## config.mk

```make
export PLATFORM = sky130hd
export DESIGN_NAME = btb_update_ctrl_flat
export DESIGN_NICKNAME = d
export VERILOG_FILES = /design/src/rtl/btb_pkg.sv /design/src/rtl/btb_update_ctrl_if.sv /design/src/rtl/btb_update_fifo.sv /design/src/rtl/btb_update_ctrl.sv /design/src/flat_wrapper.sv
export SDC_FILE = /design/constraint.sdc
export NUM_CORES = 1
export LEC_CHECK = 0
export ABC_AREA = 0
export CAP_MARGIN = 20
export CORE_UTILIZATION = 45
export CTS_CLUSTER_SIZE = 20
export DETAILED_ROUTE_END_ITERATION = 16
export PLACE_DENSITY = 0.76
export SLEW_MARGIN = 30
export SYNTH_ARGS = -nofsm -noshare
export SYNTH_HDL_FRONTEND = slang
export SYNTH_SLANG_ARGS = --single-unit
```

## constraint.sdc

```tcl
create_clock -name buc_clk -period 7.65 [get_ports buc_clk]
set_input_delay 1.1475 -clock buc_clk [delete_from_list [all_inputs] [get_ports buc_clk]]
set_output_delay 1.1475 -clock buc_clk [all_outputs]
set_load 0.1 [all_outputs]
```

## src/rtl/btb_pkg.sv

```systemverilog
// Shared types and helpers for the BTB update controller.
//   buc_state_e     : controller state (RUN drains the queue, SWEEP invalidates the BTB)
//   res_entry_t     : one queued resolution {pc, taken, target}
//   PC_STEP         : fall-through increment for a not-taken branch
//   is_mispredict   : compares resolved outcome against the fetch-time prediction
//   correct_next_pc : PC fetch must restart from after a mispredict
package btb_pkg;

    typedef enum logic {
        RUN   = 1'b0,
        SWEEP = 1'b1
    } buc_state_e;

    typedef struct packed {
        logic [31:0] pc;
        logic        taken;
        logic [31:0] target;
    } res_entry_t;

    localparam logic [31:0] PC_STEP = 32'd4;

    // The predicted target only matters when the branch was actually taken.
    function automatic logic is_mispredict(input logic        taken,
                                           input logic [31:0] target,
                                           input logic        pred_taken,
                                           input logic [31:0] pred_target);
        return (taken != pred_taken) || (taken && (target != pred_target));
    endfunction

    // Fall-through wraps modulo 2^32.
    function automatic logic [31:0] correct_next_pc(input logic [31:0] pc,
                                                    input logic        taken,
                                                    input logic [31:0] target);
        return taken ? target : (pc + PC_STEP);
    endfunction

endpackage

```

## src/rtl/btb_update_ctrl_if.sv

```systemverilog
// Resolution channel from the execute stage into the BTB update controller.
//   buc_res_valid/buc_res_ready : handshake, transfer on valid && ready at a clock edge
//   buc_res_pc/taken/target     : resolved branch
//   buc_res_pred_taken/target   : what fetch predicted for this branch
// master = execute stage, slave = update controller.
interface btb_update_ctrl_if;

    logic        buc_res_valid;
    logic        buc_res_ready;
    logic [31:0] buc_res_pc;
    logic        buc_res_taken;
    logic [31:0] buc_res_target;
    logic        buc_res_pred_taken;
    logic [31:0] buc_res_pred_target;

    modport master (
        output buc_res_valid,
        output buc_res_pc,
        output buc_res_taken,
        output buc_res_target,
        output buc_res_pred_taken,
        output buc_res_pred_target,
        input  buc_res_ready
    );

    modport slave (
        input  buc_res_valid,
        input  buc_res_pc,
        input  buc_res_taken,
        input  buc_res_target,
        input  buc_res_pred_taken,
        input  buc_res_pred_target,
        output buc_res_ready
    );

endinterface

```

## src/rtl/btb_update_fifo.sv

```systemverilog
// Synchronous FIFO holding resolved branches until they are written to the BTB.
//   clk, rst_n         : clock, synchronous active-low reset (empties the queue)
//   clear              : drop every entry this edge (wins over push/pop)
//   push, push_data    : enqueue, ignored when full
//   pop, pop_data      : dequeue; pop_data shows the head combinationally
//   count, full, empty : occupancy
// DEPTH must be a power of two so the pointers wrap naturally.
module btb_update_fifo
    import btb_pkg::*;
#(
    parameter int  DEPTH   = 4,
    parameter int  CNT_W   = $clog2(DEPTH) + 1,
    parameter type entry_t = res_entry_t
) (
    input  logic             clk,
    input  logic             rst_n,
    input  logic             clear,
    input  logic             push,
    input  entry_t           push_data,
    input  logic             pop,
    output entry_t           pop_data,
    output logic [CNT_W-1:0] count,
    output logic             full,
    output logic             empty
);

    localparam int PTR_W = $clog2(DEPTH);

    logic [PTR_W-1:0] wr_ptr_q, wr_ptr_d;
    logic [PTR_W-1:0] rd_ptr_q, rd_ptr_d;
    logic [CNT_W-1:0] count_q, count_d;
    entry_t           mem_q [DEPTH];
    logic             do_push;
    logic             do_pop;

    assign full     = (count_q == CNT_W'(DEPTH));
    assign empty    = (count_q == '0);
    assign count    = count_q;
    assign pop_data = mem_q[rd_ptr_q];
    assign do_push  = push && !full;
    assign do_pop   = pop && !empty;

    always_comb begin
        wr_ptr_d = wr_ptr_q;
        rd_ptr_d = rd_ptr_q;
        count_d  = count_q;
        if (clear) begin
            wr_ptr_d = '0;
            rd_ptr_d = '0;
            count_d  = '0;
        end else begin
            if (do_push) wr_ptr_d = wr_ptr_q + PTR_W'(1);
            if (do_pop)  rd_ptr_d = rd_ptr_q + PTR_W'(1);
            case ({do_push, do_pop})
                2'b10:   count_d = count_q + CNT_W'(1);
                2'b01:   count_d = count_q - CNT_W'(1);
                default: count_d = count_q;
            endcase
        end
    end

    always_ff @(posedge clk) begin
        if (!rst_n) begin
            wr_ptr_q <= '0;
            rd_ptr_q <= '0;
            count_q  <= '0;
        end else begin
            wr_ptr_q <= wr_ptr_d;
            rd_ptr_q <= rd_ptr_d;
            count_q  <= count_d;
        end
    end

    // Storage is not reset; the pointers alone decide what is valid.
    always_ff @(posedge clk) begin
        if (do_push) mem_q[wr_ptr_q] <= push_data;
    end

endmodule

```

## src/rtl/btb_update_ctrl.sv

```systemverilog
// BTB update controller: queues resolved branches, writes one per cycle into the
// BTB, raises a registered redirect on mispredict, and on flush sweeps an
// invalidate over every BTB index.
//   buc_clk, buc_reset          : clock, synchronous active-low reset
//   res_if (slave)              : resolution handshake from execute
//   buc_flush_req               : level request for a full BTB invalidate
//   buc_flush_busy              : sweep in progress
//   buc_redirect, _redirect_pc  : one-cycle mispredict pulse and correct next PC
//   buc_btb_write/_branch_taken/_new_pc/_data : BTB write port
//   buc_btb_invalidate/_index   : BTB invalidate strobe and index
module btb_update_ctrl
    import btb_pkg::*;
#(
    parameter int QUEUE_DEPTH = 4,
    parameter int INDEX_BITS  = 4
) (
    input  logic                  buc_clk,
    input  logic                  buc_reset,
    btb_update_ctrl_if.slave      res_if,
    input  logic                  buc_flush_req,
    output logic                  buc_flush_busy,
    output logic                  buc_redirect,
    output logic [31:0]           buc_redirect_pc,
    output logic                  buc_btb_write,
    output logic                  buc_btb_branch_taken,
    output logic [31:0]           buc_btb_new_pc,
    output logic [31:0]           buc_btb_data,
    output logic                  buc_btb_invalidate,
    output logic [INDEX_BITS-1:0] buc_btb_index
);

    localparam int                  CNT_W      = $clog2(QUEUE_DEPTH) + 1;
    localparam logic [CNT_W-1:0]    DEPTH_C    = CNT_W'(QUEUE_DEPTH);
    localparam logic [INDEX_BITS:0] SWEEP_LAST = (INDEX_BITS + 1)'((1 << INDEX_BITS) - 1);

    buc_state_e          state_q, state_d;
    logic [INDEX_BITS:0] cnt_q, cnt_d;
    logic                redirect_q, redirect_d;
    logic [31:0]         redirect_pc_q, redirect_pc_d;

    logic                res_ready;
    logic                accept;
    logic                fifo_clear;
    logic                fifo_pop;
    res_entry_t          fifo_in;
    res_entry_t          fifo_head;
    logic [CNT_W-1:0]    fifo_count;
    logic                fifo_full;
    logic                fifo_empty;

    assign fifo_in = '{pc:     res_if.buc_res_pc,
                       taken:  res_if.buc_res_taken,
                       target: res_if.buc_res_target};

    btb_update_fifo #(
        .DEPTH   (QUEUE_DEPTH),
        .CNT_W   (CNT_W),
        .entry_t (res_entry_t)
    ) u_fifo (
        .clk       (buc_clk),
        .rst_n     (buc_reset),
        .clear     (fifo_clear),
        // full already blocks ready; kept here so the FIFO never sees an overflow push
        .push      (accept && !fifo_full),
        .push_data (fifo_in),
        .pop       (fifo_pop),
        .pop_data  (fifo_head),
        .count     (fifo_count),
        .full      (fifo_full),
        .empty     (fifo_empty)
    );

    assign res_if.buc_res_ready = res_ready;
    assign buc_redirect         = redirect_q;
    assign buc_redirect_pc      = redirect_pc_q;

    always_comb begin
        state_d              = state_q;
        cnt_d                = cnt_q;
        redirect_d           = 1'b0;
        redirect_pc_d        = redirect_pc_q;
        res_ready            = 1'b0;
        fifo_clear           = 1'b0;
        fifo_pop             = 1'b0;
        buc_flush_busy       = 1'b0;
        buc_btb_write        = 1'b0;
        buc_btb_branch_taken = 1'b0;
        buc_btb_new_pc       = '0;
        buc_btb_data         = '0;
        buc_btb_invalidate   = 1'b0;
        buc_btb_index        = '0;

        // All drive outputs stay quiet while reset is held so the BTB never
        // samples a write or invalidate on the reset edge.
        if (buc_reset) begin
            case (state_q)
                RUN: begin
                    // A pending flush closes the door so nothing new lands in a
                    // queue that is about to be discarded.
                    res_ready = (fifo_count < DEPTH_C) && !buc_flush_req;
                    if (buc_flush_req) begin
                        fifo_clear = 1'b1;
                        state_d    = SWEEP;
                        cnt_d      = '0;
                    end else if (!fifo_empty) begin
                        buc_btb_write        = 1'b1;
                        buc_btb_branch_taken = fifo_head.taken;
                        buc_btb_new_pc       = fifo_head.pc;
                        buc_btb_data         = fifo_head.target;
                        fifo_pop             = 1'b1;
                    end
                end
                SWEEP: begin
                    buc_flush_busy     = 1'b1;
                    buc_btb_invalidate = 1'b1;
                    buc_btb_index      = cnt_q[INDEX_BITS-1:0];
                    if (cnt_q == SWEEP_LAST) begin
                        state_d = RUN;
                        cnt_d   = '0;
                    end else begin
                        cnt_d = cnt_q + (INDEX_BITS + 1)'(1);
                    end
                end
                default: state_d = RUN;
            endcase
        end

        accept = res_if.buc_res_valid && res_ready;
        if (accept && is_mispredict(res_if.buc_res_taken, res_if.buc_res_target,
                                    res_if.buc_res_pred_taken, res_if.buc_res_pred_target)) begin
            redirect_d    = 1'b1;
            redirect_pc_d = correct_next_pc(res_if.buc_res_pc, res_if.buc_res_taken,
                                            res_if.buc_res_target);
        end
    end

    always_ff @(posedge buc_clk) begin
        if (!buc_reset) begin
            state_q       <= RUN;
            cnt_q         <= '0;
            redirect_q    <= 1'b0;
            redirect_pc_q <= '0;
        end else begin
            state_q       <= state_d;
            cnt_q         <= cnt_d;
            redirect_q    <= redirect_d;
            redirect_pc_q <= redirect_pc_d;
        end
    end

endmodule

```

## src/flat_wrapper.sv

```systemverilog
// flat-port wrapper written by rule: the top's interface ports become plain ports
module btb_update_ctrl_flat import btb_pkg::*;
#(
    parameter int QUEUE_DEPTH = 4,
    parameter int INDEX_BITS  = 4
)
  (buc_clk, buc_reset, buc_flush_req, buc_flush_busy, buc_redirect, buc_redirect_pc, buc_btb_write, buc_btb_branch_taken, buc_btb_new_pc, buc_btb_data, buc_btb_invalidate, buc_btb_index, res_if_buc_res_valid, res_if_buc_res_pc, res_if_buc_res_taken, res_if_buc_res_target, res_if_buc_res_pred_taken, res_if_buc_res_pred_target, res_if_buc_res_ready);
  btb_update_ctrl_if res_if_i ();
  input  logic buc_clk;
  input  logic buc_reset;
  input  logic buc_flush_req;
  output logic buc_flush_busy;
  output logic buc_redirect;
  output logic [31:0] buc_redirect_pc;
  output logic buc_btb_write;
  output logic buc_btb_branch_taken;
  output logic [31:0] buc_btb_new_pc;
  output logic [31:0] buc_btb_data;
  output logic buc_btb_invalidate;
  output logic [INDEX_BITS-1:0] buc_btb_index;
  input wire logic [$bits(res_if_i.buc_res_valid)-1:0] res_if_buc_res_valid;
  input wire logic [$bits(res_if_i.buc_res_pc)-1:0] res_if_buc_res_pc;
  input wire logic [$bits(res_if_i.buc_res_taken)-1:0] res_if_buc_res_taken;
  input wire logic [$bits(res_if_i.buc_res_target)-1:0] res_if_buc_res_target;
  input wire logic [$bits(res_if_i.buc_res_pred_taken)-1:0] res_if_buc_res_pred_taken;
  input wire logic [$bits(res_if_i.buc_res_pred_target)-1:0] res_if_buc_res_pred_target;
  output wire logic [$bits(res_if_i.buc_res_ready)-1:0] res_if_buc_res_ready;
  assign res_if_i.buc_res_valid = res_if_buc_res_valid;
  assign res_if_i.buc_res_pc = res_if_buc_res_pc;
  assign res_if_i.buc_res_taken = res_if_buc_res_taken;
  assign res_if_i.buc_res_target = res_if_buc_res_target;
  assign res_if_i.buc_res_pred_taken = res_if_buc_res_pred_taken;
  assign res_if_i.buc_res_pred_target = res_if_buc_res_pred_target;
  assign res_if_buc_res_ready = res_if_i.buc_res_ready;
  btb_update_ctrl #(.QUEUE_DEPTH(QUEUE_DEPTH), .INDEX_BITS(INDEX_BITS)) u_core (.buc_clk(buc_clk), .buc_reset(buc_reset), .res_if(res_if_i), .buc_flush_req(buc_flush_req), .buc_flush_busy(buc_flush_busy), .buc_redirect(buc_redirect), .buc_redirect_pc(buc_redirect_pc), .buc_btb_write(buc_btb_write), .buc_btb_branch_taken(buc_btb_branch_taken), .buc_btb_new_pc(buc_btb_new_pc), .buc_btb_data(buc_btb_data), .buc_btb_invalidate(buc_btb_invalidate), .buc_btb_index(buc_btb_index));
endmodule
```

==> flow_summary.yaml, run 1 <==
worst_setup_path:
  critical-path-top-delay-family: "buffers and inverters"
  reg2reg_to: "u_core.u_fifo.count[2]"
  r2r_slack_ns: 4.87
  worstReg2RegStart: "u_core.state_q"
  endpoint_kind: "output pin"
  crit_buf_inv: 3
  crit_path_max_fanout: 49
  max_stage_delay_ns: 1.13
  reg2reg_depth: 8
  cp-start-kind: "input port"
  critPathKind: "input port to output pin"
  arrival_ns: 4.37
  cp.required_ns: 6.50
  crit_slowest_cell: "clkdlybuf4s50_1"
  path_cells: "buf_2 -> o311a_2 -> buf_4 -> and2_1 -> clkdlybuf4s50_1"
power:
  power_frac_clock: 0.429
  power.switching_mw: 0.814
  internal-power_mw: 2.93
  leakage_nw: 5.40
  power.density_nw_per_um2: 227
  combPwrFrac: 0.077
  p_sw_frac: 0.217
  seq_power_share: 0.493
  max-vdd-ir-drop_mv: 0.171
global_route:
  grt_start_max_net_pins: 55
  grt.total_usage: 0.214
  grt_pass1_vias: 7664
  overflow: 0
  grt_pass1_wl_um: 46200
  antenna_found_initial: 0
final_layout:
  multi_input_area_um2: 4060
  syn_to_final_growth_pct: 26.6
  final_area_um2: 16500
  insertedDiodeCount: 0
  layout-drive-gt1-share: 0.159
  regArea_um2: 8780
  layout.nets: 1111
  n_fill_cell: 2178
die:
  dieArea_um2: 29700
  io_pins: 208
  num_rows: 62
  start_util: 0.456
  die_x_um: 172
  die-height_um: 172
  core_um2: 28600
route:
  drt_iter0_drc: 526
  wirelength_um: 31400
  vias_per_cell: 5.37
  ant_nets: 0
  num_vias: 7574
  wl_per_cell_um: 22.2
  drc: 1
  dr.pass1.iters: 11
logic_synthesis:
  synth_ff_type: "edfxtp_1"
  ys.warnings.count: 0
  syn_avg_cell_area_um2: 16.5
  synth_fa_ha_area_frac: 0.00824
  async_flop_share: 0
  syn-num-nets: 900
  synth_top_family_by_area: "multiplexers"
  synth_compound_area_frac: 0.0151
  synth_edf_count: 260
  synthesis.area_um2: 13100
  synth_xor_area_frac: 0.0436
  synth-simple-area-share: 0.0947
  synthCells: 790
  ys_types: 48
  ys_seq_area_frac: 0.671
  synth_seq_cells: 308
  synthMuxAreaShare: 0.149
timing:
  setup_violations: 0
  period_needed_ns: 5.52
  tightest_slew_ns: 1.05
  maxSlewViolCount: 0
  hold_viol: 0
  rsz0062_at_grt: "no"
  slew_headroom: 0.299
  min_period_over_period: 0.722
  fin_worst_skew_ns: 0.0102
  fmax_mhz: 181
  tns_ns: 0
min_path:
  hold_end: "u_core.buc_redirect_pc[24]"
  holdPathStages: 2
  min_path_type: "flip-flop to flip-flop"
  hold_start: "u_core.buc_redirect_pc[24]"
clock_network:
  cts_sinks: 308
  htree_levels: 1
  clk-insertion-delay-late_ns: 0.55
  clockBufferDepth: 3
  cts_hold_buffers: 0
  cts_resized: 0
  root_buffer: "clkbuf_16"
  cts_inserted_buffers: 31
  postCtsSetupRepairBufs: 0
  cts_tree: "yes"
  cts.clk_slew.worst_paths_ns: 0.06
job:
  maxCapViolCount: 0
place:
  hpwl_um: 20900
  port-buffer-count: 207
  placed_area_um2: 15500
  place.gp.congestion: 0.779
outcome:
  violations: "design-rule violations"
  run_status: "finished, violations left"
worst reg2reg max path, cell delays in order (launching register included):
cell and delay [ns]:
dfxtp_1 0.40, nor2_1 0.30, o311a_2 0.64, ha_1 0.30
inv_1 0.07, fa_1 0.38, xor2_1 0.16, or3_1 0.31
a21oi_1 0.14
power by group through the flow:
stage          registers (mW)  logic, mW  clock network (mW)
2_1_floorplan            1.94      0.102                   0
3_3_place_gp             1.88      0.289                   0
3_5_place_dp             1.89      0.293                   0
4_1_cts                  1.85      0.294                1.64
5_1_grt                  1.85      0.306                1.69
6_report                 1.85      0.289                1.61
metrics by stage:
stage	total power [mW]	utilization	worst slack, ns	std cells	hold slack (ns)
2_1_floorplan	2.04	-	2.40	790	0.423
3_3_place_gp	2.17	0.541	2.15	1352	0.436
3_5_place_dp	2.18	0.541	2.08	1352	0.440
4_1_cts	3.78	0.579	2.07	1410	0.451
5_1_grt	3.85	0.578	1.90	1410	0.476
6_report	3.75	0.578	2.13	1410	0.460
area by class of cell:
cell class	count	share of cell area
inverters	12	0.00272
clock inverters	18	0.0148
well taps	384	0.0290
multi-input cells	432	0.246
clock buffers	40	0.0520
repair buffers	216	0.125
flip-flops and latches	308	0.531
synth_stat cells, types with 8 or more instances:
| cell type | count | area [µm²] |
|---|---|---|
| edfxtp_1 | 260 | 7810 |
| inv_1 | 12 | 45.0 |
| and3_1 | 10 | 62.6 |
| dfxtp_1 | 48 | 961 |
| nand2_1 | 52 | 195 |
| buf_2 | 10 | 50.1 |
| nand4_1 | 10 | 62.6 |
| clkbuf_1 | 21 | 78.8 |
| xor2_1 | 38 | 333 |
| nor2_1 | 25 | 93.8 |
| nor4_1 | 8 | 50.1 |
| a21oi_1 | 14 | 70.1 |
| nand3_1 | 8 | 40.0 |
| mux2i_1 | 47 | 470 |
| and2_1 | 69 | 432 |
| xnor2_1 | 27 | 236 |
| mux4_2 | 65 | 1460 |
per-layer routing:
layer	routed length (µm)	global-route usage	up-vias
met5	0	0	-
met4	807	0.0639	0
met3	2080	0.0430	43
met2	15200	0.353	247
met1	13300	0.287	3841
li1	-	-	3443
placed cells by master, fill, tap and decap left out, types with 10 or more instances in the layout:
cell type / count
mux4_2: 65
clkdlybuf4s50_1: 193
nor2_1: 25
xnor2_1: 27
nand4_1: 10
inv_1: 12
a21oi_1: 14
clkbuf_16: 31
dfxtp_1: 46
and2_1: 69
nand2_1: 52
buf_2: 12
edfxtp_1: 260
mux2i_1: 47
xor2_1: 38
cell families (layout without fill, tap and decap cells):
| logic type | after synthesis | after routing |
|---|---|---|
| AND/OR/NAND/NOR | 214 | 214 |
| flip-flops | 308 | 308 |
| multiplexers | 113 | 113 |
| buffers and inverters | 50 | 286 |
| adder cells (fa/ha/maj) | 8 | 8 |
| AO/OA/AOI/OAI | 32 | 32 |
| XOR/XNOR | 65 | 65 |
registers in the layout, indices dropped and copies added (netlist names), named ones only:
register / flops
u_core.state_q: 1
u_core.buc_redirect_pc: 32
u_core.u_fifo.mem_q: 260
u_core.u_fifo.rd_ptr_q: 2
u_core.u_fifo.wr_ptr_q: 2
u_core.cnt_q: 5
u_core.u_fifo.count: 3
u_core.buc_redirect: 1
worst max-delay path by stage:
stage,start,endpoint,slack (ns),cells past startpoint
floorplan,buc_flush_req,u_core.u_fifo.mem_q[0][0],2.40,2
global placement,buc_reset,buc_btb_new_pc[30],2.15,5
detailed placement,buc_reset,buc_btb_data[1],2.08,5
CTS,buc_reset,buc_btb_data[1],2.07,5
global route,buc_reset,buc_btb_data[1],1.90,5
finish,buc_reset,buc_btb_new_pc[1],2.13,5
Note: power is estimated with default switching activity, not from simulation.
==> run 2, diff against run 1 <==
==> constraint.sdc (replaced) <==
create_clock -name buc_clk -period 5.2 [get_ports buc_clk]
set_input_delay 0.78 -clock buc_clk [delete_from_list [all_inputs] [get_ports buc_clk]]
set_output_delay 0.78 -clock buc_clk [all_outputs]
set_load 0.1 [all_outputs]
==> flow_summary.yaml, run 2 (synthesis results as in run 1) <==
outcome:
  run_status: "finished, violations left"
  violations: "design-rule violations"
clock_network:
  clockBufferDepth: 3
  clk-insertion-delay-late_ns: 0.56
  cts_inserted_buffers: 31
  htree_levels: 1
  root_buffer: "clkbuf_16"
  cts.clk_slew.worst_paths_ns: 0.06
  cts_resized: 0
  cts_hold_buffers: 0
  cts_sinks: 308
  postCtsSetupRepairBufs: 0
  cts_tree: "yes"
global_route:
  grt_pass1_vias: 7433
  antenna_found_initial: 2
  grt_start_max_net_pins: 49
  grt_pass1_wl_um: 45800
  grt.total_usage: 0.212
  overflow: 0
worst_setup_path:
  worstReg2RegStart: "u_core.state_q"
  r2r_slack_ns: 2.20
  cp-start-kind: "input port"
  crit_slowest_cell: "o311a_2"
  reg2reg_depth: 9
  arrival_ns: 2.96
  max_stage_delay_ns: 0.68
  endpoint_kind: "output pin"
  reg2reg_to: "u_core.u_fifo.count[2]"
  cp.required_ns: 4.42
  critical-path-top-delay-family: "buffers and inverters"
  path_cells: "clkdlybuf4s50_1 -> nor2_1 -> o311a_2 -> buf_12 -> and2_1 -> buf_4"
  critPathKind: "input port to output pin"
  crit_path_max_fanout: 37
  crit_buf_inv: 3
  worst-path-stages: 6
min_path:
  hold_start: "u_core.cnt_q[4]"
  holdPathStages: 2
  min_path_type: "flip-flop to flip-flop"
  hold_end: "u_core.cnt_q[4]"
final_layout:
  layout.nets: 1113
  syn_to_final_growth_pct: 25.7
  largest-register: "u_core.u_fifo.mem_q"
  finish.utilization: 0.574
  largest_reg_flops: 260
  final_common_cell: "edfxtp_1"
  layout-drive-gt1-share: 0.210
  stdcell_count: 1412
  insertedDiodeCount: 0
  layout_common_cells: "260 x edfxtp_1, 139 x clkdlybuf4s50_1, 70 x buf_4"
timing:
  tightest_slew_ns: 1.04
  tns_ns: 0
  layout_setup_ws_ns: 1.46
  fin_worst_skew_ns: 0.0192
  slew_headroom: 0.307
  maxSlewViolCount: 0
  setup_violations: 0
  rsz0062_at_grt: "no"
  fmax_mhz: 267
  min_period_over_period: 0.720
  period_needed_ns: 3.74
  hold_viol: 0
power:
  leakage_nw: 5.49
  max-vdd-ir-drop_mv: 0.196
  power_mw: 5.34
  power.density_nw_per_um2: 325
die:
  start_util: 0.456
  num_rows: 62
  die-height_um: 172
  io_pins: 208
  core_um2: 28600
  die_x_um: 172
  dieArea_um2: 29700
route:
  drt_iter0_drc: 610
  drc: 1
  vias_per_cell: 5.39
  ant_nets: 0
  wirelength_um: 31200
  dr.pass1.iters: 11
  num_vias: 7607
  wl_per_cell_um: 22.1
place:
  hpwl_um: 20800
  dp_slack_ns: 1.33
  port-buffer-count: 207
  place.gp.congestion: 0.754
  dp_cells: 1354
job:
  maxCapViolCount: 0
## run 2: cell type report
class	instances	area, µm²
flip-flops and latches	308	8770
clock buffers	45	888
inverters	12	45.0
clock inverters	13	124
well taps	384	480
multi-input cells	432	4060
fillers	2232	12200
repair buffers	218	2050
## run 2: report_power, final
group / internal (mW) / switching (mW) / leakage [nW] / total [mW]
sequential: 2.71 / 0.0175 / 2.74 / 2.72
clock: 1.28 / 0.909 / 0.492 / 2.19
combinational: 0.156 / 0.272 / 2.26 / 0.428
total: 4.14 / 1.20 / 5.49 / 5.34
## run 2: how the worst max path moves through the flow
stage | startpoint | end | slack, ns
3_5_place_dp | buc_flush_req | u_core.u_fifo.count[2] | 1.33
3_3_place_gp | buc_flush_req | u_core.u_fifo.count[2] | 1.43
4_1_cts | buc_flush_req | buc_btb_new_pc[30] | 1.41
2_1_floorplan | buc_flush_req | u_core.u_fifo.mem_q[0][0] | 0.32
6_report | buc_flush_req | buc_btb_new_pc[7] | 1.46
5_1_grt | buc_flush_req | buc_btb_new_pc[7] | 1.28
## run 2: metal layers
metal,wire (µm),share of wire,GRT usage
met2,15000,0.48,0.345
met1,13600,0.44,0.298
met4,782,0.025,0.0604
met5,17,0.00055,0
met3,1820,0.059,0.0282
## run 2: stage by stage
stage               instance area (µm²)  hold WS [ns]
detailed placement                15400         0.445
global placement                  15400         0.437
CTS                               16400         0.456
finish                            16400         0.451
global route                      16400         0.467
floorplan                         13100         0.423
## run 2: worst register-to-register path, stage by stage (launching register included)
cell and delay (ns):
dfxtp_1 0.42, nor2_1 0.30, o311a_2 0.68, buf_12 0.26
ha_1 0.22, inv_1 0.06, fa_1 0.38, xor2_1 0.16
or3_1 0.31, a21oi_1 0.14
